==> config.mk <==
export PLATFORM = sky130hd
export DESIGN_NAME = keypad_scanner_flat
export DESIGN_NICKNAME = d
export VERILOG_FILES = /design/src/rtl/keypad_scanner_if.sv /design/src/rtl/keypad_scanner.sv /design/src/flat_wrapper.sv
export SDC_FILE = /design/constraint.sdc
export NUM_CORES = 1
export LEC_CHECK = 0
export BUFFER_PORTS_ARGS = -buffer_cell sky130_fd_sc_hd__clkbuf_2
export CORE_MARGIN = 3
export CORE_UTILIZATION = 62
export DETAILED_ROUTE_END_ITERATION = 7
export PLACE_DENSITY_LB_ADDON = 0.1
export SYNTH_ARGS = -nofsm -noshare
export SYNTH_HDL_FRONTEND = slang
export SYNTH_SLANG_ARGS = --single-unit
==> constraint.sdc <==
create_clock -name clock -period 5.05 [get_ports clock]
set_input_delay 0 -clock clock [delete_from_list [all_inputs] [get_ports clock]]
set_output_delay 0 -clock clock [all_outputs]
set_load 0.01 [all_outputs]
==> src/rtl/keypad_scanner_if.sv <==
// Signal bundle between the keypad scanner and the keypad/encoder side.
// master: the scanner (drives columns and encoder inputs); slave: keypad and consumer.
interface keypad_scanner_if;
    logic [3:0] row_in;
    logic [3:0] column_n;
    logic [3:0] keyboard;
    logic [1:0] counter;
    logic       key_strobe;
    logic       key_down;

    modport master (
        input  row_in,
        output column_n,
        output keyboard,
        output counter,
        output key_strobe,
        output key_down
    );

    modport slave (
        output row_in,
        input  column_n,
        input  keyboard,
        input  counter,
        input  key_strobe,
        input  key_down
    );
endinterface

==> src/rtl/keypad_scanner.sv <==
// 4x4 keypad column scanner with row synchroniser and press/release debounce.
// Feeds the hex encoder's keyboard/counter inputs and flags accepted key presses.
module keypad_scanner #(
    parameter int unsigned SCAN_DIV     = 16,
    parameter int unsigned DEBOUNCE_CNT = 1024
) (
    input logic              clock,
    input logic              reset_n,
    keypad_scanner_if.master bus
);

    localparam int unsigned TickW = $clog2(SCAN_DIV);
    localparam int unsigned DbW   = $clog2(DEBOUNCE_CNT);

    localparam logic [TickW-1:0] TickLast = TickW'(SCAN_DIV - 1);
    localparam logic [DbW-1:0]   DbLast   = DbW'(DEBOUNCE_CNT - 1);

    typedef enum logic [1:0] {
        StScan,
        StDebounce,
        StPressed,
        StRelease
    } state_e;

    state_e           state_q, state_d;
    logic [3:0]       sync1_q, sync1_d;
    logic [3:0]       sync2_q, sync2_d;
    logic [3:0]       row_cap_q, row_cap_d;
    logic [1:0]       counter_q, counter_d;
    logic [TickW-1:0] tick_q, tick_d;
    logic [DbW-1:0]   db_q, db_d;
    logic             key_strobe_q, key_strobe_d;
    logic             key_down_q, key_down_d;

    function automatic logic is_one_cold(input logic [3:0] rows);
        return (rows == 4'b1110) || (rows == 4'b1101) ||
               (rows == 4'b1011) || (rows == 4'b0111);
    endfunction

    always_comb begin
        state_d      = state_q;
        sync1_d      = bus.row_in;
        sync2_d      = sync1_q;
        row_cap_d    = row_cap_q;
        counter_d    = counter_q;
        tick_d       = tick_q;
        db_d         = db_q;
        key_strobe_d = 1'b0;
        key_down_d   = key_down_q;

        case (state_q)
            StScan: begin
                // Rows are only looked at on the tick terminal so the keypad and
                // synchroniser have settled after the last column change.
                if (tick_q == TickLast) begin
                    tick_d = '0;
                    if (is_one_cold(sync2_q)) begin
                        row_cap_d = sync2_q;
                        db_d      = '0;
                        state_d   = StDebounce;
                    end else begin
                        counter_d = counter_q + 2'd1;
                    end
                end else begin
                    tick_d = tick_q + 1'b1;
                end
            end

            StDebounce: begin
                if (sync2_q == row_cap_q) begin
                    if (db_q == DbLast) begin
                        state_d      = StPressed;
                        key_strobe_d = 1'b1;
                        key_down_d   = 1'b1;
                    end else begin
                        db_d = db_q + 1'b1;
                    end
                end else begin
                    state_d = StScan;
                    tick_d  = '0;
                end
            end

            StPressed: begin
                if (sync2_q == 4'b1111) begin
                    state_d = StRelease;
                    db_d    = '0;
                end
            end

            StRelease: begin
                if (sync2_q == 4'b1111) begin
                    if (db_q == DbLast) begin
                        state_d    = StScan;
                        key_down_d = 1'b0;
                        counter_d  = counter_q + 2'd1;
                        tick_d     = '0;
                    end else begin
                        db_d = db_q + 1'b1;
                    end
                end else begin
                    // Release bounce: back to held without a new strobe.
                    state_d = StPressed;
                end
            end

            default: state_d = StScan;
        endcase
    end

    always_ff @(posedge clock or negedge reset_n) begin
        if (!reset_n) begin
            state_q      <= StScan;
            sync1_q      <= 4'b1111;
            sync2_q      <= 4'b1111;
            row_cap_q    <= 4'b1111;
            counter_q    <= 2'd0;
            tick_q       <= '0;
            db_q         <= '0;
            key_strobe_q <= 1'b0;
            key_down_q   <= 1'b0;
        end else begin
            state_q      <= state_d;
            sync1_q      <= sync1_d;
            sync2_q      <= sync2_d;
            row_cap_q    <= row_cap_d;
            counter_q    <= counter_d;
            tick_q       <= tick_d;
            db_q         <= db_d;
            key_strobe_q <= key_strobe_d;
            key_down_q   <= key_down_d;
        end
    end

    assign bus.column_n   = ~(4'b0001 << counter_q);
    assign bus.keyboard   = sync2_q;
    assign bus.counter    = counter_q;
    assign bus.key_strobe = key_strobe_q;
    assign bus.key_down   = key_down_q;

endmodule

==> src/flat_wrapper.sv <==
// flat-port wrapper written by rule: the top's interface ports become plain ports
module keypad_scanner_flat 
#(
    parameter int unsigned SCAN_DIV     = 16,
    parameter int unsigned DEBOUNCE_CNT = 1024
)
  (clock, reset_n, bus_row_in, bus_column_n, bus_keyboard, bus_counter, bus_key_strobe, bus_key_down);
  keypad_scanner_if bus_i ();
  input logic clock;
  input logic reset_n;
  input wire logic [$bits(bus_i.row_in)-1:0] bus_row_in;
  output wire logic [$bits(bus_i.column_n)-1:0] bus_column_n;
  output wire logic [$bits(bus_i.keyboard)-1:0] bus_keyboard;
  output wire logic [$bits(bus_i.counter)-1:0] bus_counter;
  output wire logic [$bits(bus_i.key_strobe)-1:0] bus_key_strobe;
  output wire logic [$bits(bus_i.key_down)-1:0] bus_key_down;
  assign bus_i.row_in = bus_row_in;
  assign bus_column_n = bus_i.column_n;
  assign bus_keyboard = bus_i.keyboard;
  assign bus_counter = bus_i.counter;
  assign bus_key_strobe = bus_i.key_strobe;
  assign bus_key_down = bus_i.key_down;
  keypad_scanner #(.SCAN_DIV(SCAN_DIV), .DEBOUNCE_CNT(DEBOUNCE_CNT)) u_core (.clock(clock), .reset_n(reset_n), .bus(bus_i));
endmodule
# ---- After elaboration in Yosys (flattened, before gate mapping)
# Cells that the tools add are included.
# W data, S select, Z words.
dict set report word_totals {
  wordCells 82
  reg_bits 32
  inputBits 6
  output_inout_bits 12
}
dict set report op_classes {
  bitwise 1
  shifts 1
  mux 33
  n_reduce_logical 13
  eq_ne 22
  n_addsub 3
}
# operator n
set op_table {}
lappend op_table {{$mux W10} 6}
lappend op_table {{$pmux W10 S4} 1}
lappend op_table {{$mux W2} 11}
lappend op_table {{$eq A4 B4 Y1 const B} 5}
lappend op_table {{$reduce_and A5 Y1} 4}
lappend op_table {{$mux W4} 4}
lappend op_table {{$ne A2 B1 Y1 const B} 7}
lappend op_table {{$pmux W4 S3} 1}
lappend op_table {{$add A10 B1 Y10 const B} 1}
lappend op_table {{$eq A10 B10 Y1 const B} 1}
lappend op_table {{$pmux W2 S4} 1}
lappend op_table {{$mux W1} 7}
lappend op_table {{$add A4 B1 Y4 const B} 1}
lappend op_table {{$eq A2 B2 Y1 const B} 2}
lappend op_table {{$eq A4 B3 Y1 const B} 1}
lappend op_table {{$eq A4 B4 Y1} 1}
lappend op_table {{$ne A2 B2 Y1 const B} 2}
lappend op_table {{$not A4 Y4} 1}
lappend op_table {{$pmux W2 S2} 1}
lappend op_table {{$reduce_and A4 Y1} 1}
lappend op_table {{$reduce_bool A2 Y1} 2}
lappend op_table {{$shl A1 B2 Y4 const A} 1}
lappend op_table {{$logic_or A1 B1 Y1} 3}
lappend op_table {{$ne A3 B2 Y1 const B} 1}
lappend op_table {{7 further kinds} 7}

# ---- Logic depth before layout (Yosys ltp)
# Gate-level depths: netlist of the first run.
dict set report logic_depth {
  ltp_word 7
  depth_mapped 6
  mapped_depth_nobuf 6
}

# ---- Least setup slack after synthesis of the first run
# No wires, ideal clock.
dict set report synth_path {
  path_type {flip-flop to flip-flop}
  start {register u_core.sync2_q[2] (netlist: u_core.bus.keyboard[2])}
  end {register u_core.db_q[6]}
  required_time_ps 4924
  synth_period_minus_slack_ps 1859
  path_buffers 0
  setup_slack_ps 3191
  t_arrival_ps 1733
  setup_ps 126
  path_stages_with_launch 6
  path_cell_list {dfstp_2 -> xnor2_1 -> and4_4 -> nand2_2 -> o311a_4 -> a221o_1}
}
dict set report synth_between {
  elab_chain_cells 6
  elab_cells_between_ends 14
  classes_between {eq/ne: 10; reduce/logical: 4}
}
# element line
set synth_rtl {}
lappend synth_rtl {{from (decl)} keypad_scanner.sv:27} ;# logic [3:0] sync2_q, sync2_d;
lappend synth_rtl {{from (signal assigned)} keypad_scanner.sv:125} ;# sync2_q <= sync2_d;
lappend synth_rtl {{$eq A4 B4 Y1} keypad_scanner.sv:36} ;# return (rows == 4'b1110) || (rows == 4'b1101) ||
lappend synth_rtl {{$logic_or A1 B1 Y1 (2 in a row)} keypad_scanner.sv:36}
lappend synth_rtl {{$logic_or A1 B1 Y1} keypad_scanner.sv:37} ;# (rows == 4'b1011) || (rows == 4'b0111);
lappend synth_rtl {{$ne A2 B1 Y1 (no source line)} -}
lappend synth_rtl {{$reduce_and A5 Y1 (no source line) *} -}
lappend synth_rtl {{to (signal assigned)} keypad_scanner.sv:119} ;# db_q <= '0;
lappend synth_rtl {{to (signal assigned)} keypad_scanner.sv:129} ;# db_q <= db_d;
lappend synth_rtl {{to (decl)} keypad_scanner.sv:31} ;# logic [DbW-1:0] db_q, db_d;
# Every way passes the cells marked *; elsewhere a longest branch is shown, timed or not.
# A chain may end at the register's enable or synchronous reset.

# ---- Final worst setup path of the first run
# Ends and elaborated chain as after synthesis.

==> run metrics, run 1 <==
GRT met1 Usage=between 20% and 30%; vias in the first global route=around 1300; Final period util=between 40% and 50%; Remaining DRCs=0; Slew HR=between 40% and 50%; max_cap viols=0; Setup Buffers After CTS=0; pre-CTS WS=3080 ps; delay of the slowest critical-path stage=between 600 and 700 ps; Final setup viols=0; die height=around 58 um; post_cts resized=0; row count=18; CP Cell Sequence=xnor2_1 -> and4_4 -> nand2_2 -> o311a_4 -> a221o_1; synthesized area=~0.0017 mm^2; YS warnings=0; Switch Pwr=about 230 uW; Final Cell Area=~0.0019 mm^2; detailed-route via count=approximately 1300; worst path bufs/invs=0; delay-heaviest family, CP=compound AO/OA/AOI/OAI gates; RSZ-0062 raised after global routing=false; crit path kind=reg -> reg; n_diodes=0; core area=around 0.0025 mm^2; io pins=18; clock share of power=roughly a fifth; post-layout minimum cycle time=just over 2000 ps; placed insts=195; CP Capture Type=flip-flop; clock skew=around 7.0 ps; Routed Antenna Nets=0; VDD IR max=~0.33 mV; post-synthesis cell count=150; Lkg Pwr=0.000831 uW; peak fanout along the critical path=8; Synth Register Bits=32; Placer Congestion=a little under 0.9; Max Freq=approximately 490 MHz; top cells by area, synth=dfrtp_1 (30%), dfstp_2 (19%), ha_1 (4.5%); Skew-Pair Late Insertion Delay=about 330 ps; Avg Vias per Cell=about 6.1; P per Cell Area=approximately 370 mW/mm^2; Synth Area per Inst=11.1 um^2; Int Power=470 uW; DP Wirelength=about 2.2 mm; global route overflow=0; Final Max Tran Viols=0; setup ws final=approximately 3000 ps; wire length per cell=15.0 um; sequential area share after synthesis=48.9%; layout cells sized above 1=a little under a third; Starting Density=roughly two thirds; WP data required=5270 ps; Placed Area=between 0.0015 and 0.002 mm^2; largest area contributor in the netlist=dfrtp_1; CTS tree=done; combinational cell fraction of total power=between 20% and 30%; CTS Sinks=32; global-route wire length before repair=around 5.4 mm; Die X=57.8 um; Synth top area share=30.0%; clk buf depth=2; first-iteration detailed-routing DRC count=71; hold buffer count at cts=5; Worst Setup Start Kind=flip-flop; non-filler cells, final=208; GR Util met3=under 10%; Routed WL=3.11 mm; largest net degree at the start of global routing=33; gr busiest metal=met2; met2 Track Usage GR=34.2%; CTS buffer count=5; Flop pwr share=roughly 50%; Synthesized Nets=around 160; Slew @ Worst Pin=approximately 750 ps; # H-tree levels=2; Final Hold Vio Count=0; DR pass1 iterations=4; initial antenna violation count=0; Async S/R FF share, synth=100%; number of synthesized flops with an enable pin=0; sw frac=~33%; Netlist cell types=between 40 and 50; HP Class=in -> async; nets=about 190; outcome=finished, final reports clean; Worst EP arrival=approximately 2300 ps; area grow syn2layout=13.5%; ys flop type=dfrtp_1; CP max-delay cell=dfstp_2; Root Buffer=clkbuf_4; total die area=about 0.0033 mm^2; Port Buf Inserts=17; setup_tns=0 ps; Reg clk slew, reported paths=between 100 and 150 ps; GRT Resource Usage Total=21.1%
kinds of logic (layout without fill, tap and decap cells):
logic type / count (synthesis) / count (layout) / share of synthesized area, %
flops: 32 / 32 / 48.9
compound gates: 36 / 36 / 16.9
mux: 6 / 6 / 4.05
buf+inv: 11 / 39 / 2.48
xor+xnor: 8 / 8 / 4.20
simple gates: 51 / 51 / 18.9
fa+ha+maj: 6 / 6 / 4.50
worst reg2reg max path, cell delays in order (launching register included):
cell,delay (ps)
dfstp_2,620
xnor2_1,190
and4_4,310
nand2_2,80
o311a_4,370
a221o_1,350
power by group through the flow:
stage               logic (uW)  registers, uW  clock network, uW
finish                     201            357                147
global route               225            366                163
CTS                        203            357                152
detailed placement         197            362                  0
global placement           186            357                  0
floorplan                  140            356                  0
synthesized netlist by cell type, types with 3 or more instances:
cell,instances
dfrtp_1,20
dfstp_2,12
nand2_1,10
o21ai_0,10
inv_1,9
nor2_1,7
xnor2_1,7
ha_1,6
mux2_2,6
nand3_1,5
a22o_1,4
and2_1,4
a221o_1,3
flip-flops by register name (all words and copies together) (netlist names):
name                   cells
u_core.db_q               10
u_core.bus.keyboard        4
u_core.row_cap_q           4
u_core.sync1_q             4
u_core.tick_q              4
u_core.bus.counter         2
u_core.state_q             2
u_core.bus.key_down        1
u_core.bus.key_strobe      1
cells in the final DEF (no fill, tap or decap), types with 2 or more instances in the layout:
| cell | synthesis | routed |
|---|---|---|
| dfrtp_1 | 20 | 20 |
| clkbuf_2 | 0 | 17 |
| a21oi_1 | 2 | 2 |
| o211ai_2 | 2 | 2 |
| mux2_2 | 6 | 6 |
| nand4b_1 | 2 | 2 |
| dlygate4sd3_1 | 0 | 5 |
| nor2_1 | 7 | 7 |
| inv_1 | 9 | 9 |
| o211ai_1 | 2 | 2 |
| or4_1 | 2 | 2 |
| nand2_1 | 10 | 10 |
| clkbuf_4 | 0 | 5 |
| nand4_1 | 2 | 2 |
| nand2b_1 | 2 | 2 |
| a31oi_1 | 2 | 2 |
| xnor2_1 | 7 | 7 |
| dfstp_2 | 12 | 12 |
| o21ai_0 | 10 | 10 |
| a22o_1 | 4 | 4 |
| ha_1 | 6 | 6 |
| and3_1 | 2 | 2 |
| nand3_1 | 5 | 5 |
| nor3_1 | 2 | 2 |
| and2_1 | 4 | 4 |
| a221o_1 | 3 | 3 |
path summary, 6_finish.rpt:
kind | slack [ps] | from | cells past startpoint | to
max | 3020 | u_core.bus.keyboard[2] | 5 | u_core.db_q[6]
min | 250 | reset_n | 2 | u_core.tick_q[3]
max reg2reg | 3020 | u_core.bus.keyboard[2] | 5 | u_core.db_q[6]
min reg2reg | 360 | u_core.sync1_q[3] | 0 | u_core.bus.keyboard[3]
max in group asynchronous | 4320 | reset_n | 2 | u_core.db_q[0]
min in group clock | 290 | bus_row_in[1] | 2 | u_core.sync1_q[1]
routing by layer:
metal	share of wire, %	up-vias
li1	-	609
met1	43	624
met2	51	29
met3	4.1	5
met4	1.1	0
met5	0	-
layout make-up:
type | count | area [um^2]
flip-flops and latches | 32 | 816
multi-input cells | 107 | 810
fillers | 179 | 631
repair buffers | 22 | 135
clock buffers | 5 | 37.5
inverters | 9 | 33.8
clock inverters | 3 | 22.5
well taps | 30 | 37.5
stage by stage:
| step | hold WS [ps] | util, % | total power [uW] |
|---|---|---|---|
| 5_1_grt | 279 | 75.0 | 755 |
| 4_1_cts | 274 | 75.0 | 712 |
| 3_5_place_dp | 89.5 | 70.6 | 559 |
| 2_1_floorplan | -296 | - | 495 |
| 3_3_place_gp | 89.3 | 70.6 | 542 |
| 6_report | 253 | 75.0 | 705 |
No activity file was read; power rests on OpenSTA's default activity.
==> run 2: changes to the inputs <==
CORE_UTILIZATION = 52   (was 62)
clock period = 1.8 ns   (was 5.05 ns; I/O delays follow)
==> run 2 against run 1 <==
The flow now finishes with violations (setup timing). Power grew to 3.0 times the previous value. Non-clock buffer count up 28. Worst setup slack worse by 3100 ps. Combinational power increased to 3.4 times the previous value. Critical endpoint is now u_core.db_q[4]. Largest cell class is now multi-input gates. Largest power group unchanged.
==> run metrics, run 2 (synthesis gave the netlist of run 1 again) <==
Die X=62.6 um (+8.2%); nets=217 (+15%); final hold slack=234 ps (-18.7 ps); Lkg Pwr=0.00101 uW (+22%); Critical R2R Launch=u_core.db_q[1]; global route overflow=0 (unchanged); n_diodes=0 (unchanged); peak fanout along the critical path=6 (-2); Placed Area=0.00201 mm^2 (+13%); setup ws final=-30.5 ps (-3050 ps); clock skew=9.74 ps (+2.75 ps); CTS buffer count=5 (unchanged); Routed WL=3.49 mm (+12%); Starting Density=57.5% (-8.6 points); layout cells sized above 1=44.2% (+13 points); non-filler cells, final=248 (+19%); P per Cell Area=956 mW/mm^2 (+160%); max_cap viols=0 (unchanged); post-layout minimum cycle time=1830 ps (-200 ps); core area=0.00290 mm^2 (+15%); Root Buffer=clkbuf_4; largest net degree at the start of global routing=33 (unchanged); initial antenna violation count=0 (unchanged); # H-tree levels=2 (unchanged); io pins=18 (unchanged); RR Endpoint=u_core.db_q[4]; DP Wirelength=2.49 mm (+15%); Skew-Pair Late Insertion Delay=340 ps (about the same); Final Hold Vio Count=0 (unchanged); clk buf depth=2 (unchanged); first-iteration detailed-routing DRC count=129 (+82%); Slew HR=50.8% (+0.86 points); VDD IR max=0.900 mV (+170%); Final Max Tran Viols=0 (unchanged); Max Freq=546 MHz (+11%); Final setup viols=3 (+3); detailed-route via count=1339 (+5.7%); global-route wire length before repair=5.95 mm (+9.9%); most flop-heavy register=u_core.db_q; Remaining DRCs=0 (unchanged); row count=19 (+1); crit path kind=reg -> reg; CTS Sinks=32 (unchanged); die height=62.6 um (+8.2%); max FFs per register=10 (unchanged); Slew @ Worst Pin=738 ps (-12.9 ps); area grow syn2layout=32.4%; wire length per cell=14.1 um (-6.0%); CTS tree=done; Avg Vias per Cell=5.40 (-11%); Reg clk slew, reported paths=110 ps (about the same); pre-CTS WS=-46.1 ps (-3120 ps); worst r2r path cells=7 (+2); failing checks=setup timing; total die area=0.00392 mm^2 (+17%); most common cell after layout, fill and taps aside=buf_4; Final period util=102% (+61 points); Port Buf Inserts=17 (unchanged); Worst Setup Start Kind=flip-flop; Final Cell Area=0.00221 mm^2 (+17%); Worst EP arrival=2060 ps (-190 ps); GRT Resource Usage Total=19.5% (-1.6 points); CP Capture Type=flip-flop; r2r setup slk=-30 ps (-3050 ps); outcome=finished, violations left; HP Class=in -> async; most frequent cells in the layout=buf_4 (28), dfrtp_1 (20), clkbuf_2 (17); post-layout util=76.1% (+1.1 points); WP data required=2030 ps (-3240 ps); Placer Congestion=0.791 (-9.5%); Routed Antenna Nets=0 (unchanged); placed insts=231 (+18%); DR pass1 iterations=4 (unchanged); vias in the first global route=1290 (+3.2%); RSZ-0062 raised after global routing=true
-- run 2: worst max path at each step --
stage,to,depth (start not counted),start,slack (ps)
after global placement,u_core.db_q[4],5,u_core.bus.keyboard[3],-3
after floorplan,u_core.db_q[6],5,u_core.bus.keyboard[3],-50
final,u_core.db_q[4],7,u_core.db_q[1],-30
after CTS,u_core.db_q[6],5,u_core.bus.keyboard[0],-20
after detailed placement,u_core.db_q[4],5,u_core.bus.keyboard[1],-50
after global routing,u_core.db_q[4],7,u_core.db_q[1],-100
-- run 2: timing repair --
action | 4_1_cts | 5_1_grt
setup endpoints to repair | 8 | 13
hold buffers | 5 | 0
endpoints found under the hold margin | 24 | 0
resized for setup | 5 | 6
buffers inserted | 0 | 4
pin swaps | 3 | 5
-- run 2: cell type report --
cell class / instances / area (um^2)
Tap cell: 42 / 52.6
Clock inverter: 3 / 22.5
Timing Repair Buffer: 50 / 345
Fill cell: 203 / 694
Clock buffer: 5 / 37.5
Sequential cell: 32 / 816
Inverter: 9 / 33.8
Multi-Input combinational cell: 107 / 898
-- run 2: metal layers --
metal | routed length (um) | up-vias | track usage (%) | part of all wire (%)
met3 | 202 | 6 | 6.29 | 5.8
met2 | 1680 | 42 | 30.6 | 48
met5 | 0 | - | 0 | 0
li1 | - | 663 | - | -
met4 | 48 | 0 | 6.61 | 1.4
met1 | 1560 | 628 | 25.3 | 45
-- run 2: power breakdown --
part | total, uW | internal (uW) | leakage (uW) | switching (uW)
logic | 686 | 384 | 0.000590 | 302
clock network | 415 | 155 | 0.0000317 | 260
registers | 1010 | 879 | 0.000392 | 130
total | 2110 | 1420 | 0.00101 | 692
-- run 2: through the flow --
stage / total power (uW) / setup TNS, ps
2_1_floorplan: 1430 / -155
3_3_place_gp: 1630 / -7.08
3_5_place_dp: 1670 / -180
4_1_cts: 2110 / -61.8
5_1_grt: 2270 / -638
6_report: 2110 / -61.7
-- run 2: worst max-delay path, stage by stage, from the launching register on --
cell      delay [ps]
dfrtp_1          420
ha_4             180
nand3_4          100
or3_4            460
o211ai_4         100
buf_4            150
nor4_1            40
a221o_1          270
